[src/rtl/fpga_reset_sequencer.sv]
// Multi-channel reset sequencer: releases active-low resets in ascending order with programmable spacing.
// Optional macro FPGA_RSTSEQ_REVERSE_ASSERT_EN adds a SHUTDOWN state that re-asserts channels in reverse order.
module fpga_reset_sequencer #(
  parameter int unsigned NUM_CH      = 32'd4,
  parameter int unsigned CNT_W       = 32'd16,
  parameter int unsigned INIT_DELAY  = 32'd4096,
  parameter int unsigned STAGE_DELAY = 32'd1000
) (
  input  logic              clk,
  input  logic              rst,
  input  logic              soft_rst_req,
  output logic [NUM_CH-1:0] rst_out_n,
  output logic              seq_busy,
  output logic              seq_done
);

  localparam int unsigned IDX_W = $clog2(NUM_CH + 32'd1);
  localparam logic [CNT_W-1:0]  INIT_C   = CNT_W'(INIT_DELAY);
  localparam logic [CNT_W-1:0]  STAGE_C  = CNT_W'(STAGE_DELAY);
  localparam logic [IDX_W-1:0]  LAST_IDX = IDX_W'(NUM_CH - 32'd1);
  localparam logic [NUM_CH-1:0] ONE_CH   = NUM_CH'(32'd1);

  if ((NUM_CH < 32'd1) || (NUM_CH > 32'd16)) begin : g_bad_num_ch
    $error("fpga_reset_sequencer: NUM_CH must be in 1..16");
  end
  if ((64'(INIT_DELAY) >= (64'd1 << CNT_W)) || (64'(STAGE_DELAY) >= (64'd1 << CNT_W))) begin : g_bad_delay
    $error("fpga_reset_sequencer: INIT_DELAY and STAGE_DELAY must be below 2**CNT_W");
  end

  typedef enum logic [2:0] {
    IDLE      = 3'd0,
    INIT_WAIT = 3'd1,
    RELEASE   = 3'd2,
`ifdef FPGA_RSTSEQ_REVERSE_ASSERT_EN
    SHUTDOWN  = 3'd4,
`endif
    DONE      = 3'd3
  } state_t;

  state_t            state_r, state_s;
  logic [CNT_W-1:0]  cnt_r, cnt_s;
  logic [IDX_W-1:0]  idx_r, idx_s;
  logic [NUM_CH-1:0] rel_r, rel_s;
  logic              busy_r, busy_s;
  logic              done_r, done_s;
  logic              soft_ordered_s;

  // With reverse assertion, a request after the first release winds channels down instead of dropping them all.
`ifdef FPGA_RSTSEQ_REVERSE_ASSERT_EN
  assign soft_ordered_s = (state_r == RELEASE) || (state_r == DONE) || (state_r == SHUTDOWN);
`else
  assign soft_ordered_s = 1'b0;
`endif

  // State, counter and registered outputs.
  always_ff @(posedge clk or posedge rst) begin
    if (rst) begin
      state_r <= IDLE;
      cnt_r   <= '0;
      idx_r   <= '0;
      rel_r   <= '0;
      busy_r  <= 1'b0;
      done_r  <= 1'b0;
    end else begin
      state_r <= state_s;
      cnt_r   <= cnt_s;
      idx_r   <= idx_s;
      rel_r   <= rel_s;
      busy_r  <= busy_s;
      done_r  <= done_s;
    end
  end

  // Next-state and next-output logic; soft request outranks any release due on the same edge.
  always_comb begin
    state_s = state_r;
    cnt_s   = cnt_r;
    idx_s   = idx_r;
    rel_s   = rel_r;
    busy_s  = busy_r;
    done_s  = done_r;
    if (soft_rst_req && !soft_ordered_s) begin
      state_s = IDLE;
      cnt_s   = '0;
      idx_s   = '0;
      rel_s   = '0;
      busy_s  = 1'b0;
      done_s  = 1'b0;
    end
`ifdef FPGA_RSTSEQ_REVERSE_ASSERT_EN
    else if (soft_rst_req && (state_r != SHUTDOWN)) begin
      // idx_r counts released channels, so the highest released one is idx_r-1.
      rel_s  = rel_r & ~(ONE_CH << (idx_r - IDX_W'(32'd1)));
      cnt_s  = '0;
      done_s = 1'b0;
      if (idx_r == IDX_W'(32'd1)) begin
        state_s = IDLE;
        idx_s   = '0;
        busy_s  = 1'b0;
      end else begin
        state_s = SHUTDOWN;
        idx_s   = idx_r - IDX_W'(32'd1);
        busy_s  = 1'b1;
      end
    end
`endif
    else begin
      case (state_r)
        IDLE: begin
          cnt_s   = '0;
          idx_s   = '0;
          rel_s   = '0;
          done_s  = 1'b0;
          busy_s  = 1'b1;
          state_s = INIT_WAIT;
        end
        INIT_WAIT: begin
          if (cnt_r == INIT_C) begin
            rel_s = rel_r | ONE_CH;
            cnt_s = '0;
            idx_s = IDX_W'(32'd1);
            if (NUM_CH == 32'd1) begin
              state_s = DONE;
              busy_s  = 1'b0;
              done_s  = 1'b1;
            end else begin
              state_s = RELEASE;
            end
          end else begin
            cnt_s = cnt_r + CNT_W'(32'd1);
          end
        end
        RELEASE: begin
          if (cnt_r == STAGE_C) begin
            rel_s = rel_r | (ONE_CH << idx_r);
            cnt_s = '0;
            idx_s = idx_r + IDX_W'(32'd1);
            if (idx_r == LAST_IDX) begin
              state_s = DONE;
              busy_s  = 1'b0;
              done_s  = 1'b1;
            end else begin
              state_s = RELEASE;
            end
          end else begin
            cnt_s = cnt_r + CNT_W'(32'd1);
          end
        end
        DONE: begin
          rel_s  = {NUM_CH{1'b1}};
          cnt_s  = '0;
          busy_s = 1'b0;
          done_s = 1'b1;
        end
`ifdef FPGA_RSTSEQ_REVERSE_ASSERT_EN
        SHUTDOWN: begin
          if (cnt_r == STAGE_C) begin
            rel_s = rel_r & ~(ONE_CH << (idx_r - IDX_W'(32'd1)));
            cnt_s = '0;
            idx_s = idx_r - IDX_W'(32'd1);
            if (idx_r == IDX_W'(32'd1)) begin
              state_s = IDLE;
              busy_s  = 1'b0;
            end else begin
              state_s = SHUTDOWN;
            end
          end else begin
            cnt_s = cnt_r + CNT_W'(32'd1);
          end
        end
`endif
        default: begin
          state_s = IDLE;
          cnt_s   = '0;
          idx_s   = '0;
          rel_s   = '0;
          busy_s  = 1'b0;
          done_s  = 1'b0;
        end
      endcase
    end
  end

  assign rst_out_n = rel_r;
  assign seq_busy  = busy_r;
  assign seq_done  = done_r;

endmodule

[config.mk]
export PLATFORM = sky130hd
export DESIGN_NAME = fpga_reset_sequencer
export DESIGN_NICKNAME = d
export VERILOG_FILES = /design/src/rtl/fpga_reset_sequencer.sv
export SDC_FILE = /design/constraint.sdc
export NUM_CORES = 1
export LEC_CHECK = 0
export CORE_MARGIN = 8
export CORE_UTILIZATION = 60
export CTS_CLUSTER_DIAMETER = 120
export DETAILED_ROUTE_END_ITERATION = 8
export PLACE_DENSITY = 0.8
export SYNTH_ARGS = -nofsm -noshare
export SYNTH_HDL_FRONTEND = slang
export SYNTH_SLANG_ARGS = --single-unit
[constraint.sdc]
create_clock -name clk -period 3.1 [get_ports clk]
set_input_delay 0.465 -clock clk [delete_from_list [all_inputs] [get_ports clk]]
set_output_delay 0.465 -clock clk [all_outputs]
set_load 0.005 [all_outputs]
==> out/metrics.yaml, run 1 <==
outcome:
  status: "finished, final reports clean"
critical_path:
  critical_path_buf_inv_count: 1
  cpPeakStageDelay_ns: 0.47
  worstSetupPathType: "reg2reg"
  cp.depth: 6
  crit_fanout: 5
  crit_chain: "inv_1 -> ha_1 -> nor4b_4 -> nand4_2 -> a221oi_4 -> mux2_4"
  cp_top_family: "simple AND/OR/NAND/NOR gates"
  endpoint_kind: "flop"
  arrival_ns: 2.32
  startpoint_type: "flop"
  cp.required_ns: 3.32
  cp_slowest_cell: "a221oi_4"
  reg2reg_depth: 6
logic_synthesis:
  yosys_warnings: 0
  yosys.area.top_type_share_pct: 41.8
  synth_top_family_by_area: "simple AND/OR/NAND/NOR gates"
  synth_cell_type_count: 48
  synth_xor_area_share_pct: 5.42
  synth.avg_cell_area_um2: 10.3
  ys_seq_area_share_pct: 41.8
  synth-async-reset-ratio_pct: 100
  synth_flop_cell: "dfrtp_1"
  synthTopCellsByArea: "dfrtp_1, ha_1, nor2_1"
  syn-cell-area_mm2: 0.00162
  yosys.area_share.simple_pct: 21.9
  synthAdderAreaFrac_pct: 8.51
  yosys.area.top_type: "dfrtp_1"
  ys_seq_elements: 27
  synth-edff-count: 0
  synth_compound_area_share_pct: 14.6
  synthCells: 157
  synth_mux_area_share_pct: 3.48
  synth_nets: 171
global_route:
  grt_max_degree: 28
  grt_pass1_vias: 1276
  grt_first_pass_wirelength_mm: 5.63
  antenna_found_initial: 0
  grt_overflow: 0
  grt_usage_pct: 15.7
cells_and_area:
  layout_common_cells: "dfrtp_1, nor2_1, inv_1"
  diodes: 0
  final_nets: 182
  area_delta_synth_final_pct: 8.20
  drive_above_1_share_pct: 9.58
  layout_commonest_cell: "dfrtp_1"
sta:
  whs_ns: 0.498
  post-route-period-util_pct: 67.8
  setup_viol_count_final: 0
  relSlewSlack_pct: 30.4
  rsz0062_at_grt: "no"
  period_needed_ns: 2.10
  fin_worst_skew_ns: 0.0121
  hold_violations: 0
  fmax_mhz: 476
  tightestPinTransition_ns: 1.04
  fin_setup_tns_ns: 0
  drv_slew: 0
placement:
  post-dp-hpwl_mm: 2.44
  portBuffers: 8
  gp_congestion: 0.864
clock_tree:
  cts_setup_buffers: 0
  clk_pin_slew_ns: 0.14
  max-clock-path-buffers: 2
  h-tree-depth: 1
  cts_made_buffers: 3
  hold_buffers: 0
  cts.sinks: 27
  worstSkewPairLatency_ns: 0.32
  cts-root-buf: "clkbuf_4"
  cts_tree: "yes"
  post_cts_resized: 0
floorplan:
  die_area_mm2: 0.00461
  die_w_um: 67.9
  rows: 19
  core-area_mm2: 0.00266
  io_pins: 9
  die_h_um: 67.9
  start_util_pct: 60.7
detailed_routing:
  wl_per_cell_um: 16.2
  drc: 0
  drtPass1Iterations: 4
  drt_iter0_markers: 45
  wl_mm: 3.22
  vias: 1201
  viasPerCell: 6.07
  antenna_left: 0
hold_path:
  worstHoldPathCells: 1
  hold_class: "reg2reg"
power_and_ir_drop:
  peakVddDrop_v: 0.000346
  p_per_area_mw_per_mm2: 518
  p_leak_nw: 0.765
flow_run:
  drv_cap: 0
-- Yosys cell counts, types with 2 or more instances --
library cell / instances
mux2i_1: 3
inv_1: 13
xor2_1: 5
nor2_1: 19
and3_1: 3
a21oi_1: 9
or4_1: 2
nand2_1: 5
ha_1: 11
a21o_1: 2
nand4_1: 2
a31oi_1: 3
o31ai_1: 2
nor3_1: 4
xnor2_1: 5
dfrtp_1: 27
nand2b_1: 2
o21ai_0: 3
a41oi_1: 2
and4_1: 2
nand3_1: 6
-- power by group --
part / total [mW] / internal, mW / switching [mW]
combinational: 0.340 / 0.161 / 0.179
clock: 0.147 / 0.0503 / 0.0964
sequential: 0.419 / 0.389 / 0.0303
-- state kept, by name, summed over array words and instances (netlist names) --
name       flops
seq_busy       1
cnt_r         16
seq_done       1
state_r        2
idx_r          3
rst_out_n      4
-- logic make-up (layout without fill, tap and decap cells) --
group,count (synthesis),after routing
compound gates,31,31
xor+xnor,10,10
fa+ha+maj,11,11
buf+inv,16,26
flops,27,27
mux,5,5
simple gates,57,57
-- layout make-up --
class | instances | area (um2)
Timing Repair Buffer | 9 | 87.6
Clock buffer | 4 | 26.3
Tap cell | 31 | 38.8
Multi-Input combinational cell | 114 | 872
Fill cell | 233 | 913
Sequential cell | 27 | 676
Inverter | 13 | 48.8
-- metal layers --
| metal | global-route usage (%) | vias up | wire length (um) |
|---|---|---|---|
| li1 | - | 584 | - |
| met1 | 17.9 | 597 | 1390 |
| met2 | 27.6 | 14 | 1710 |
| met3 | 2.45 | 6 | 65 |
| met4 | 8.44 | 0 | 56 |
| met5 | 0 | - | 0 |
-- final timing paths --
path	startpoint	slack (ns)	end
setup / recovery	cnt_r[0]	1.0	state_r[1]
hold / removal	cnt_r[0]	0.50	cnt_r[0]
setup reg to reg	cnt_r[0]	1.0	state_r[1]
hold reg to reg	cnt_r[0]	0.50	cnt_r[0]
max in group asynchronous	rst	1.79	cnt_r[11]
min in group asynchronous	rst	0.68	cnt_r[12]
-- through the flow --
stage	area, um2	instances	power [mW]	setup slack, ns	util [%]
final	1750	198	0.906	0.999	65.7
after CTS	1750	198	0.916	1.01	65.7
after global routing	1750	198	0.977	0.843	65.7
after floorplan	1620	157	0.658	1.23	-
after detailed placement	1720	194	0.766	0.885	64.7
after global placement	1720	194	0.752	0.944	64.7
(Power assumes the default switching activity.)
==> run 2: changes to the inputs <==
--- a/config.mk
+++ b/config.mk
@@ -6,10 +6,10 @@
 export NUM_CORES = 1
 export LEC_CHECK = 0
 export CORE_MARGIN = 8
-export CORE_UTILIZATION = 60
+export CORE_UTILIZATION = 53
 export CTS_CLUSTER_DIAMETER = 120
 export DETAILED_ROUTE_END_ITERATION = 8
-export PLACE_DENSITY = 0.8
+export PLACE_DENSITY = 0.75
 export SYNTH_ARGS = -nofsm -noshare
 export SYNTH_HDL_FRONTEND = slang
 export SYNTH_SLANG_ARGS = --single-unit
==> constraint.sdc (replaced) <==
create_clock -name clk -period 1.8 [get_ports clk]
set_input_delay 0.27 -clock clk [delete_from_list [all_inputs] [get_ports clk]]
set_output_delay 0.27 -clock clk [all_outputs]
set_load 0.005 [all_outputs]
==> run 2 against run 1 <==
Against the previous run:
- the flow now finishes with violations (negative setup slack)
- utilization increased by 5.6 points
- global-route usage decreased by 0.29 points
- register-to-register slack worse by 1.0 ns
- non-clock buffer count grew 37
- count of clock-buffer cells in the layout down 1
==> out/metrics.yaml, run 2 (synthesized netlist as in run 1, its figures left out) <==
sta:
  setup_viol_count_final: 5  # +5
  period_needed_ns: 1.85  # -0.252 ns
  drv_slew: 0  # unchanged
  whs_ns: 0.290  # -0.207 ns
  fmax_mhz: 541  # +14%
  relSlewSlack_pct: 67.9  # +38 points
  hold_violations: 0  # unchanged
  rsz0062_at_grt: "yes"
  setup_ws_ns: -0.0492  # -1.05 ns
  tightestPinTransition_ns: 0.477  # -0.566 ns
  fin_worst_skew_ns: 0.00830  # -0.00380 ns
  fin_setup_tns_ns: -0.144  # -0.144 ns
  post-route-period-util_pct: 103  # +35 points
cells_and_area:
  post-route-util_pct: 71.3  # +5.6 points
  final_area_mm2: 0.00212  # +21%
  largest_register_ff_count: 16  # unchanged
  layout_common_cells: "buf_4, dfrtp_1, nor2_1"
  final_nets: 219  # +20%
  area_delta_synth_final_pct: 31.4
  fill_cells: 220  # -5.6%
  diodes: 0  # unchanged
  layout_commonest_cell: "buf_4"
  top_register: "cnt_r"
  drive_above_1_share_pct: 31.9  # +22 points
detailed_routing:
  vias: 1380  # +15%
  drtPass1Iterations: 4  # unchanged
  drt_iter0_markers: 29  # -36%
  antenna_left: 0  # unchanged
  wl_per_cell_um: 16.3  # about the same
  wl_mm: 3.85  # +20%
  drc: 0  # unchanged
  viasPerCell: 5.82  # -4.0%
outcome:
  status: "finished with violations"
  violations: "negative setup slack"
critical_path:
  endpoint_kind: "flop"
  cp.required_ns: 2.06  # -1.26 ns
  worstSetupPathType: "reg2reg"
  startpoint_type: "flop"
  reg2reg_depth: 5  # -1
  r2r-start: "cnt_r[5]"
  r2r_slack_ns: -0.05  # -1.05 ns
  r2r_end: "idx_r[1]"
  crit_fanout: 5  # unchanged
  arrival_ns: 2.11  # -0.21 ns
global_route:
  grt_usage_pct: 15.4  # -0.29 points
  grt_pass1_vias: 1382  # +8.3%
  grt_first_pass_wirelength_mm: 6.42  # +14%
  grt_overflow: 0  # unchanged
  antenna_found_initial: 0  # unchanged
  grt_max_degree: 28  # unchanged
floorplan:
  die_h_um: 71.2  # +4.9%
  io_pins: 9  # unchanged
  die_area_mm2: 0.00507  # +10%
  core-area_mm2: 0.00298  # +12%
  rows: 20  # +1
  die_w_um: 71.2  # +4.9%
  start_util_pct: 54.3  # -6.4 points
placement:
  gp_congestion: 0.824  # -4.7%
  portBuffers: 8  # unchanged
  placed_area_mm2: 0.00194  # +13%
  post-dp-hpwl_mm: 2.73  # +12%
power_and_ir_drop:
  p_per_area_mw_per_mm2: 865  # +67%
  p_leak_nw: 0.963  # +26%
  peakVddDrop_v: 0.000545  # +58%
hold_path:
  hold_class: "in2async"
clock_tree:
  h-tree-depth: 1  # unchanged
  cts-root-buf: "clkbuf_4"
  max-clock-path-buffers: 2  # unchanged
  clk_pin_slew_ns: 0.15  # about the same
  cts_tree: "yes"
  worstSkewPairLatency_ns: 0.33  # about the same
  cts_made_buffers: 3  # unchanged
  cts.sinks: 27  # unchanged
flow_run:
  drv_cap: 0  # unchanged
==> run 2: power breakdown <==
part | internal [mW] | switching [mW] | leakage (nW)
logic | 0.445 | 0.405 | 0.574
registers | 0.669 | 0.0491 | 0.372
clock network | 0.0836 | 0.185 | 0.0177
total | 1.20 | 0.639 | 0.963
==> run 2: stage by stage <==
step / instances / worst slack [ns] / power, mW
after floorplan: 157 / -0.0446 / 1.13
after global placement: 225 / -0.0222 / 1.40
after detailed placement: 225 / -0.0909 / 1.43
after CTS: 232 / -0.0718 / 1.73
after global routing: 237 / -0.165 / 1.95
final: 237 / -0.0492 / 1.84
==> run 2: worst max-delay path by stage <==
| stage | slack, ns | start | cells past startpoint | end |
|---|---|---|---|---|
| 2_1_floorplan | -0.04 | cnt_r[0] | 6 | state_r[1] |
| 3_3_place_gp | -0.02 | soft_rst_req | 5 | rst_out_n[0] |
| 3_5_place_dp | -0.09 | soft_rst_req | 7 | rst_out_n[3] |
| 4_1_cts | -0.07 | cnt_r[0] | 8 | idx_r[1] |
| 5_1_grt | -0.17 | cnt_r[0] | 8 | idx_r[1] |
| 6_report | -0.05 | cnt_r[5] | 5 | idx_r[1] |
==> run 2: layout make-up <==
cell class / count / area [um2] / area share [%]
repair buffers: 46 / 380 / 17.9
clock inverters: 1 / 5.00 / 0.236
clock buffers: 3 / 22.5 / 1.06
inverters: 13 / 48.8 / 2.30
well taps: 33 / 41.3 / 1.94
multi-input cells: 114 / 951 / 44.8
flip-flops and latches: 27 / 676 / 31.8
==> run 2: repair_timing <==
item,CTS,global route
cloned,0,1
pin swaps,2,3
hold buffers,0,0
endpoints found under the setup margin,9,27
gates resized for setup,2,20
buffers inserted,3,5
==> run 2: worst max-delay path, cell delays in order, from the launching register on <==
cell and delay [ns]:
dfrtp_1 0.47, nor4b_2 0.43, nand4_4 0.17, a221oi_4 0.31
buf_6 0.17, mux2i_2 0.22
==> run 2: routing by layer <==
metal	routed length, um	vias up	share of wire [%]	global-route usage [%]
li1	-	654	-	-
met1	1600	695	42	17.5
met2	2070	23	54	28.3
met3	94	8	2.4	2.09
met4	83	0	2.2	5.77
met5	0	-	0	0
==> run 3: changes to the inputs <==
--- a/config.mk
+++ b/config.mk
@@ -5,11 +5,13 @@
 export SDC_FILE = /design/constraint.sdc
 export NUM_CORES = 1
 export LEC_CHECK = 0
+export CAP_MARGIN = 15
 export CORE_MARGIN = 8
 export CORE_UTILIZATION = 53
 export CTS_CLUSTER_DIAMETER = 120
 export DETAILED_ROUTE_END_ITERATION = 8
 export PLACE_DENSITY = 0.75
+export SLEW_MARGIN = 25
 export SYNTH_ARGS = -nofsm -noshare
 export SYNTH_HDL_FRONTEND = slang
 export SYNTH_SLANG_ARGS = --single-unit
==> results of run 3 <==
No change in the layout: final DEF, timing and power equal those of run 2.
